### src/rtl/rv_alu_pkg.sv
// Shared ALU opcode encoding and shift-amount width helpers for the rv_alu datapath.
package rv_alu_pkg;

  typedef enum logic [3:0] {
    AluAdd   = 4'b0000,
    AluSub   = 4'b0001,
    AluAnd   = 4'b0010,
    AluOr    = 4'b0011,
    AluXor   = 4'b0100,
    AluSlt   = 4'b0101,
    AluSltu  = 4'b0110,
    AluSll   = 4'b0111,
    AluSrl   = 4'b1000,
    AluSra   = 4'b1001,
    AluPassB = 4'b1010
  } alu_op_t;

  localparam int unsigned XlenDefault = 32;
  localparam int unsigned ShamtW      = $clog2(XlenDefault);

  function automatic int unsigned shamt_width(input int unsigned xlen);
    return $clog2(xlen);
  endfunction

endpackage

### src/rtl/rv_alu_shifter.sv
// Barrel shifter for SLL/SRL/SRA; only the low ShamtW bits of the amount are consumed.
module rv_alu_shifter #(
  parameter int unsigned Width  = 32,
  parameter int unsigned ShamtW = 5
) (
  input  logic [Width-1:0]  data_i,
  input  logic [ShamtW-1:0] shamt_i,
  input  logic              right_i,
  input  logic              arith_i,
  output logic [Width-1:0]  result_o
);

  always_comb begin
    result_o = '0;
    if (!right_i) begin
      result_o = data_i << shamt_i;
    end else if (arith_i) begin
      result_o = $unsigned($signed(data_i) >>> shamt_i);
    end else begin
      result_o = data_i >> shamt_i;
    end
  end

endmodule

### src/rtl/rv_alu.sv
// RV32I/RV64I integer ALU with branch compare flags.
// Define ALU_OUTREG_EN to register all outputs (1-cycle latency, sync active-low reset).
module rv_alu
  import rv_alu_pkg::*;
#(
  parameter int unsigned XLEN = 32
) (
  input  logic            clk,
  input  logic            reset,
  input  logic [XLEN-1:0] a,
  input  logic [XLEN-1:0] b,
  input  logic [3:0]      ALUControl,
  output logic [XLEN-1:0] ALUResult,
  output logic            Zero,
  output logic            LessThan,
  output logic            LessThanUnsigned
);

  localparam int unsigned S = shamt_width(XLEN);

  alu_op_t         op;
  logic [XLEN:0]   diff;
  logic [XLEN-1:0] shift_res;
  logic            shift_right;
  logic            shift_arith;
  logic [XLEN-1:0] result_d;
  logic            zero_d;
  logic            lt_d;
  logic            ltu_d;

  assign op = alu_op_t'(ALUControl);

  // One subtractor feeds SUB, SLT/SLTU and both compare flags; the carry out is a >= b unsigned.
  assign diff  = {1'b0, a} + {1'b0, ~b} + {{XLEN{1'b0}}, 1'b1};
  assign ltu_d = ~diff[XLEN];
  assign lt_d  = (a[XLEN-1] ^ b[XLEN-1]) ? a[XLEN-1] : diff[XLEN-1];

  assign shift_right = (op == AluSrl) || (op == AluSra);
  assign shift_arith = (op == AluSra);

  rv_alu_shifter #(
    .Width  (XLEN),
    .ShamtW (S)
  ) u_shifter (
    .data_i   (a),
    .shamt_i  (b[S-1:0]),
    .right_i  (shift_right),
    .arith_i  (shift_arith),
    .result_o (shift_res)
  );

  always_comb begin
    result_d = '0;
    case (op)
      AluAdd:   result_d = a + b;
      AluSub:   result_d = diff[XLEN-1:0];
      AluAnd:   result_d = a & b;
      AluOr:    result_d = a | b;
      AluXor:   result_d = a ^ b;
      AluSlt:   result_d = {{(XLEN-1){1'b0}}, lt_d};
      AluSltu:  result_d = {{(XLEN-1){1'b0}}, ltu_d};
      AluSll,
      AluSrl,
      AluSra:   result_d = shift_res;
      AluPassB: result_d = b;
      default:  result_d = '0;
    endcase
  end

  assign zero_d = (result_d == '0);

`ifdef ALU_OUTREG_EN
  logic [XLEN-1:0] result_q;
  logic            zero_q;
  logic            lt_q;
  logic            ltu_q;

  always_ff @(posedge clk) begin
    if (!reset) begin
      result_q <= '0;
      zero_q   <= 1'b0;
      lt_q     <= 1'b0;
      ltu_q    <= 1'b0;
    end else begin
      result_q <= result_d;
      zero_q   <= zero_d;
      lt_q     <= lt_d;
      ltu_q    <= ltu_d;
    end
  end

  assign ALUResult        = result_q;
  assign Zero             = zero_q;
  assign LessThan         = lt_q;
  assign LessThanUnsigned = ltu_q;
`else
  logic unused_clk_reset;
  assign unused_clk_reset = clk ^ reset;

  assign ALUResult        = result_d;
  assign Zero             = zero_d;
  assign LessThan         = lt_d;
  assign LessThanUnsigned = ltu_d;
`endif

endmodule

### config.mk
export PLATFORM = sky130hd
export DESIGN_NAME = rv_alu
export DESIGN_NICKNAME = d
export VERILOG_FILES = /design/src/rtl/rv_alu_pkg.sv /design/src/rtl/rv_alu_shifter.sv /design/src/rtl/rv_alu.sv
export SDC_FILE = /design/constraint.sdc
export NUM_CORES = 1
export LEC_CHECK = 0
export ABC_CLOCK_PERIOD_IN_PS = 9200
export BUFFER_PORTS_ARGS = -buffer_cell sky130_fd_sc_hd__buf_4
export CAP_MARGIN = 20
export CELL_PAD_IN_SITES_DETAIL_PLACEMENT = 1
export CELL_PAD_IN_SITES_GLOBAL_PLACEMENT = 1
export CORE_MARGIN = 4
export CORE_UTILIZATION = 46
export DETAILED_ROUTE_END_ITERATION = 10
export PLACE_DENSITY = 0.95
export SLEW_MARGIN = 20
export SYNTH_ARGS = -nofsm -noshare
export SYNTH_HDL_FRONTEND = slang
export SYNTH_SLANG_ARGS = --single-unit
### constraint.sdc
create_clock -name vclk -period 9.2
set_clock_uncertainty 0.1 [all_clocks]
set_input_delay 0.46 -clock vclk [all_inputs]
set_output_delay 0.46 -clock vclk [all_outputs]
set_load 0.03 [all_outputs]
==> impl_metrics.ini, run 1 <==
[run_status]
status = finished, final reports clean

[synth]
synth_top_area_frac = 0.117
synth_area_sq_mm = 0.0104
synthCells = 1489
syn_nets = 1659
avgSynthCellArea_sq_um = 6.96
ys_types = 88
yosys_warnings = 0
synthTopCellsByArea = ha_1 12%, mux4_2 7.4%, mux2i_1 5.9%
synth_area_leader_cell = ha_1
seq_area_frac_synth = 0

[placed_design]
dpl_cell_area_sq_mm = 0.0111
dp.cells = 1781
io_buffers = 103
routabilityCongestion = 1.07
dp_hpwl_microns = 46000

[drt]
avgRoutedWirePerCell_microns = 33.2
drtPass1Iterations = 6
drc = 0
drt-vias-per-instance = 7.66
ant_nets = 0
vias = 13600
drtIter0Drc = 1998
totalWireLength_microns = 59000

[min_path]
hold_path_class = in -> out
hold_depth = 6

[sta]
clock.fmax_mhz = 126
fin_setup_tns_ps = 0
rsz0062_at_grt = false
timing.final.crit_share = 0.863
finalHoldViolations = 0
drv_slew = 0
tightest_slew_ps = 1250
fin_crit_ps = 7940
setup_viol = 0
slew_headroom = 0.157

[grt]
grt_max_degree = 74
grt_pass1_vias = 13200
grt_first_pass_wirelength_microns = 86600
antenna_found_initial = 1
met3_usage = 0.0902
use_met2 = 0.691
grt_use_met1 = 0.599
grt-ovfl-total = 0
globalRoute.busiestLayer = met2
grt_usage = 0.455

[cells_and_area]
n_fill_cell = 2874
final_cells = 1781
clock_buffers = 0
design_area_sq_mm = 0.0111
regArea_sq_um = 0
diodes = 0
synthToLayoutAreaGrowth_pct = 7.44
final_nets = 1673
seq_cell_count = 0
finish.utilization = 0.507
drive_gt1_frac = 0.151

[floorplanning]
die_w_microns = 158
die_area_sq_mm = 0.0250
rows = 54
coreArea_sq_mm = 0.0220
ioPinCount = 105
initial_core_util = 0.472
dieHeight_microns = 158

[setup_path]
critPathKind = in -> out
crit_fanout = 73
start_kind = input port
end_kind = output port
worstPathRequired_ps = 8640
cp_data_arrival_time_ps = 7380

[clock_network]
postCtsHoldBufs = 0
post-cts-setup-buffers = 0
cts_resized = 0

[pwr]
p_leak_nw = 4.65
ir_drop_v = 0.0000719
power_density_mw_per_mm2 = 72.2

[job]
drv_cap = 0
## critical path: stages
cell and delay (ps):
buf_4 590, clkinv_1 270, ha_1 480, nor2_1 160, o311ai_0 310, a21oi_1 420
o31ai_1 280, a2111oi_0 940, o211ai_1 220, nand3_1 200, a21oi_1 130, o21bai_1 140
a221oi_1 100, fa_1 480, a21oi_1 160, o21ai_0 90, a221oi_1 500, o21ai_0 330
a2111o_1 350, or4_1 410, nor4_2 140, buf_4 200
## metal layers
layer,wire (microns),share of wire
met1,22900,0.39
met3,6660,0.11
met4,4680,0.079
met2,24700,0.42
met5,11,0.00019
## worst paths after layout
| check | slack (ps) | to | startpoint |
|---|---|---|---|
| setup / recovery | 1260 | Zero | b[3] |
| hold / removal | 1330 | ALUResult[31] | b[31] |
## through the flow
| stage | hold WS, ps | setup WS (ps) | total power, mW |
|---|---|---|---|
| after global routing | 1410 | 923 | 0.839 |
| after detailed placement | 1320 | 1590 | 0.766 |
| after global placement | 1320 | 1650 | 0.754 |
| after floorplan | 1140 | 1900 | 0.489 |
| final | 1330 | 1260 | 0.804 |
| after CTS | 1320 | 1560 | 0.770 |
## power by group
part	internal (mW)	total, mW	switching [mW]
Sequential	0	0	0
Combinational	0.267	0.804	0.537
Clock	0	0	0
## cell type report
class | count | area, sq um | area share
inverter | 104 | 390 | 0.0351
multi-input combinational | 1267 | 9410 | 0.846
tap | 280 | 350 | 0.0315
timing repair buffer | 130 | 976 | 0.0877
## cell families after synthesis
family                   after synthesis  share of synthesized area
adder cells (fa/ha/maj)              100                      0.123
AO/OA/AOI/OAI                        512                      0.345
AND/OR/NAND/NOR                      500                      0.239
multiplexers                         140                      0.185
XOR/XNOR                              15                     0.0127
buffers and inverters                222                     0.0957
## cell usage in the layout, fill, tap and decap left out, types with 10 or more instances in the layout
master / count
a211oi_1: 25
xnor2_1: 15
mux2i_1: 61
o2111ai_1: 10
a21o_1: 11
a221oi_1: 23
inv_1: 100
or3_1: 18
a21oi_1: 93
nand2b_1: 20
mux4_2: 34
nand3_1: 38
a31oi_1: 20
nand4_1: 19
nand2_1: 141
a22oi_1: 20
o221ai_1: 10
a311oi_1: 10
buf_4: 130
o21ai_0: 93
mux2_2: 36
o211ai_1: 37
o22ai_1: 20
ha_1: 97
nor3_1: 38
nor4_1: 14
or4_1: 12
o21bai_1: 10
o31ai_1: 20
nor2_1: 125
nor2b_1: 20
## Yosys cell counts, types with 26 or more instances
cell type and n:
mux2_2 36, nor3_1 39, o211ai_1 37, o21ai_0 93
nand3_1 38, inv_1 100, buf_2 26, nand2_1 141
mux4_2 34, nor2_1 125, a21oi_1 93, ha_1 97
mux2i_1 61, clkbuf_1 63
No activity file was read; power rests on OpenSTA's default activity.
==> run 2, diff against run 1 <==
==> constraint.sdc (replaced) <==
create_clock -name vclk -period 9.2
set_clock_uncertainty 0.1 [all_clocks]
set_input_delay 0.92 -clock vclk [all_inputs]
set_output_delay 0.92 -clock vclk [all_outputs]
set_load 0.03 [all_outputs]
==> impl_metrics.ini, run 2 (synthesis results as in run 1) <==
[drt]
drc = 0
drtPass1Iterations = 6
avgRoutedWirePerCell_microns = 32.7
drt-vias-per-instance = 7.65
vias = 13700
ant_nets = 0
totalWireLength_microns = 58400
drtIter0Drc = 2075

[floorplanning]
coreArea_sq_mm = 0.0220
ioPinCount = 105
rows = 54
initial_core_util = 0.472
die_area_sq_mm = 0.0250
dieHeight_microns = 158
die_w_microns = 158

[sta]
setup_viol = 0
slew_headroom = 0.230
drv_slew = 0
clock.fmax_mhz = 117
fin_setup_tns_ps = 0
rsz0062_at_grt = false
tightest_slew_ps = 1150
finalHoldViolations = 0
timing.final.crit_share = 0.929
fin_crit_ps = 8540

[setup_path]
crit_fanout = 15
startpoint = b[2]
worstPathRequired_ps = 8180
start_kind = input port
end_kind = output port
critPathKind = in -> out
cp_data_arrival_time_ps = 7520

[cells_and_area]
finish.utilization = 0.509
final_cells = 1787
seq_cell_count = 0
synthToLayoutAreaGrowth_pct = 7.84
final_common_cell = nand2_1
final_nets = 1678
final_cell_mix = 141 x nand2_1, 135 x buf_4, 125 x nor2_1
clock_buffers = 0
drive_gt1_frac = 0.153
regArea_sq_um = 0

[grt]
antenna_found_initial = 1
grt-ovfl-total = 0
grt_first_pass_wirelength_microns = 85900
grt_usage = 0.452
grt_max_degree = 74
grt_pass1_vias = 13300

[min_path]
hold_depth = 6
min_from = b[31]
hold_path_class = in -> out
hold_end = ALUResult[31]

[run_status]
status = finished, final reports clean

[clock_network]
post-cts-setup-buffers = 0
postCtsHoldBufs = 0
cts_resized = 0

[placed_design]
routabilityCongestion = 1.07
dp_hpwl_microns = 45400
io_buffers = 103
dp.cells = 1786

[job]
drv_cap = 0
run 2: critical path, stage by stage:
cell	delay, ps
buf_4	120
inv_1	470
ha_1	450
nand2b_1	110
o311ai_0	310
a21oi_1	390
o31ai_1	140
buf_4	170
a2111oi_0	920
o211ai_1	210
nand3_1	180
a21oi_1	120
o21bai_1	140
a221oi_1	110
fa_1	500
a21oi_1	160
o21ai_0	90
a221oi_1	580
o21ai_0	290
a2111o_1	360
or4_1	420
nor4_2	140
buf_4	200
run 2: how the worst max path moves through the flow:
stage | endpoint | slack (ps) | cells after the start
floorplan | Zero | 980 | 25
global placement | Zero | 1130 | 23
detailed placement | Zero | 930 | 23
CTS | Zero | 910 | 23
global route | Zero | 320 | 23
finish | Zero | 660 | 23
run 2: stage by stage:
step	hold slack, ps	cell area [sq um]	setup WS (ps)
after detailed placement	2330	11200	930
final	2330	11200	655
after floorplan	2060	10400	975
after CTS	2330	11200	913
after global placement	2310	11200	1130
after global routing	2360	11200	325
run 2: layout make-up:
class | count | area, sq um
timing repair buffer | 135 | 1010
inverter | 104 | 390
fill | 2864 | 10800
tap | 280 | 350
antenna | 1 | 2.50
multi-input combinational | 1267 | 9420
run 2: metal layers:
layer / global-route usage / wire length (microns) / up-vias
li1: - / - / 5749
met1: 0.582 / 22300 / 6621
met2: 0.707 / 25200 / 1062
met3: 0.105 / 6870 / 241
met4: 0.228 / 4080 / 2
met5: 0 / 13 / -
==> run 3, diff against run 2 <==
--- a/config.mk
+++ b/config.mk
@@ -8,7 +8,7 @@
 export ABC_CLOCK_PERIOD_IN_PS = 9200
 export BUFFER_PORTS_ARGS = -buffer_cell sky130_fd_sc_hd__buf_4
 export CAP_MARGIN = 20
-export CELL_PAD_IN_SITES_DETAIL_PLACEMENT = 1
+export CELL_PAD_IN_SITES_DETAIL_PLACEMENT = 0
 export CELL_PAD_IN_SITES_GLOBAL_PLACEMENT = 1
 export CORE_MARGIN = 4
 export CORE_UTILIZATION = 46
==> impl_metrics.ini, run 3 (synthesis results as in run 1) <==
[grt]
grt_max_degree = 74
antenna_found_initial = 0
grt_first_pass_wirelength_microns = 81100
grt_usage = 0.427
grt_pass1_vias = 12200
grt-ovfl-total = 0

[cells_and_area]
final_nets = 1678
multi_input_area_sq_mm = 0.00941
final_common_cell = nand2_1
clock_buffers = 0
drive_gt1_frac = 0.153
n_fill_cell = 2288
synthToLayoutAreaGrowth_pct = 7.75
regArea_sq_um = 0
seq_cell_count = 0
final_cell_mix = 141 x nand2_1, 135 x buf_4, 125 x nor2_1
diodes = 0

[drt]
avgRoutedWirePerCell_microns = 30.9
drtPass1Iterations = 8
drt-vias-per-instance = 7.39
drc = 0
totalWireLength_microns = 55300
drtIter0Drc = 2325
vias = 13200
ant_nets = 0

[setup_path]
critPathKind = in -> out
critical_path.cell_chain = buf_4 > inv_1 > ha_1 > nand2b_1 > o311ai_0 > a21oi_1 > o31ai_1 > buf_4 > a2111oi_0 > o211ai_1 > nand3_1 > a21oi_1 > o21bai_1 > a221oi_1 > fa_1 > a21oi_1 > o21ai_0 > a221oi_1 > o21ai_0 > a2111o_1 > or4_1 > nor4_2 > buf_4
crit_fanout = 15
cp_slowest_stage_delay_ps = 770
end_kind = output port
cp.buffers_inverters = 4
critPathTopFamily = compound AO/OA/AOI/OAI gates
cp_data_arrival_time_ps = 7250
start_kind = input port
worstPathRequired_ps = 8180
slowest_stage = a2111oi_0

[floorplanning]
initial_core_util = 0.472
rows = 54
dieHeight_microns = 158
coreArea_sq_mm = 0.0220
die_area_sq_mm = 0.0250
die_w_microns = 158
ioPinCount = 105

[clock_network]
postCtsHoldBufs = 0
cts_resized = 0
post-cts-setup-buffers = 0

[sta]
setup_ws_ps = 928
tightest_slew_ps = 1170
fin_crit_ps = 8270
setup_viol = 0
whs_ps = 2320
slew_headroom = 0.211
fin_setup_tns_ps = 0
finalHoldViolations = 0
clock.fmax_mhz = 121
timing.final.crit_share = 0.899
rsz0062_at_grt = false
drv_slew = 0

[job]
drv_cap = 0

[min_path]
min_from = b[6]
hold_depth = 5
hold_path_class = in -> out
hold_end = ALUResult[6]

[pwr]
power_density_mw_per_mm2 = 70.3
ir_drop_v = 0.0000577
p_leak_nw = 4.67

[placed_design]
post-place-ws_ps = 1180
routabilityCongestion = 1.07
dp_hpwl_microns = 42500
io_buffers = 103

[run_status]
status = finished, final reports clean
-- run 3: changes by cell type in the layout (fill, tap and decap cells not counted) --
cell,before,now
diode_2,1,0
nor4b_2,4,3
nor4b_1,0,1
-- run 3: tightest hold or removal path: stages --
cell and delay, ps:
buf_4 100, nand3_1 80, o2111ai_1 110, or4_4 140, buf_4 150
-- run 3: area by class of cell --
class	instances	area share
Inverter	104	0.0350
Tap cell	280	0.0314
Multi-Input combinational cell	1267	0.843
Timing Repair Buffer	135	0.0908
-- run 3: layer usage --
layer  vias up  share of wire  GRT usage
li1       5755              -          -
met1      6260           0.39      0.580
met2      1004           0.43      0.654
met3       184           0.12     0.0826
met4         0          0.063      0.195
met5         -              0          0
-- run 3: power by group --
part	leakage (nW)	switching, mW	internal (mW)	total, mW
clock	0	0	0	0
sequential	0	0	0	0
combinational	4.67	0.517	0.268	0.785
total	4.67	0.517	0.268	0.785
-- run 3: per-stage QoR --
stage	instances	power, mW	util	area (sq um)
6_report	1786	0.785	0.508	11200
5_1_grt	1786	0.824	0.508	11200
4_1_cts	1786	0.755	0.508	11200
3_5_place_dp	1786	0.750	0.508	11200
3_3_place_gp	1786	0.751	0.508	11200
2_1_floorplan	1489	0.489	-	10400
-- run 3: worst max-delay path by stage --
stage	startpoint	endpoint	slack (ps)	cells past startpoint
6_report	b[2]	Zero	930	23
3_5_place_dp	b[2]	Zero	1180	23
4_1_cts	b[2]	Zero	1150	23
3_3_place_gp	b[2]	Zero	1130	23
5_1_grt	b[2]	Zero	650	23
2_1_floorplan	b[3]	Zero	980	25
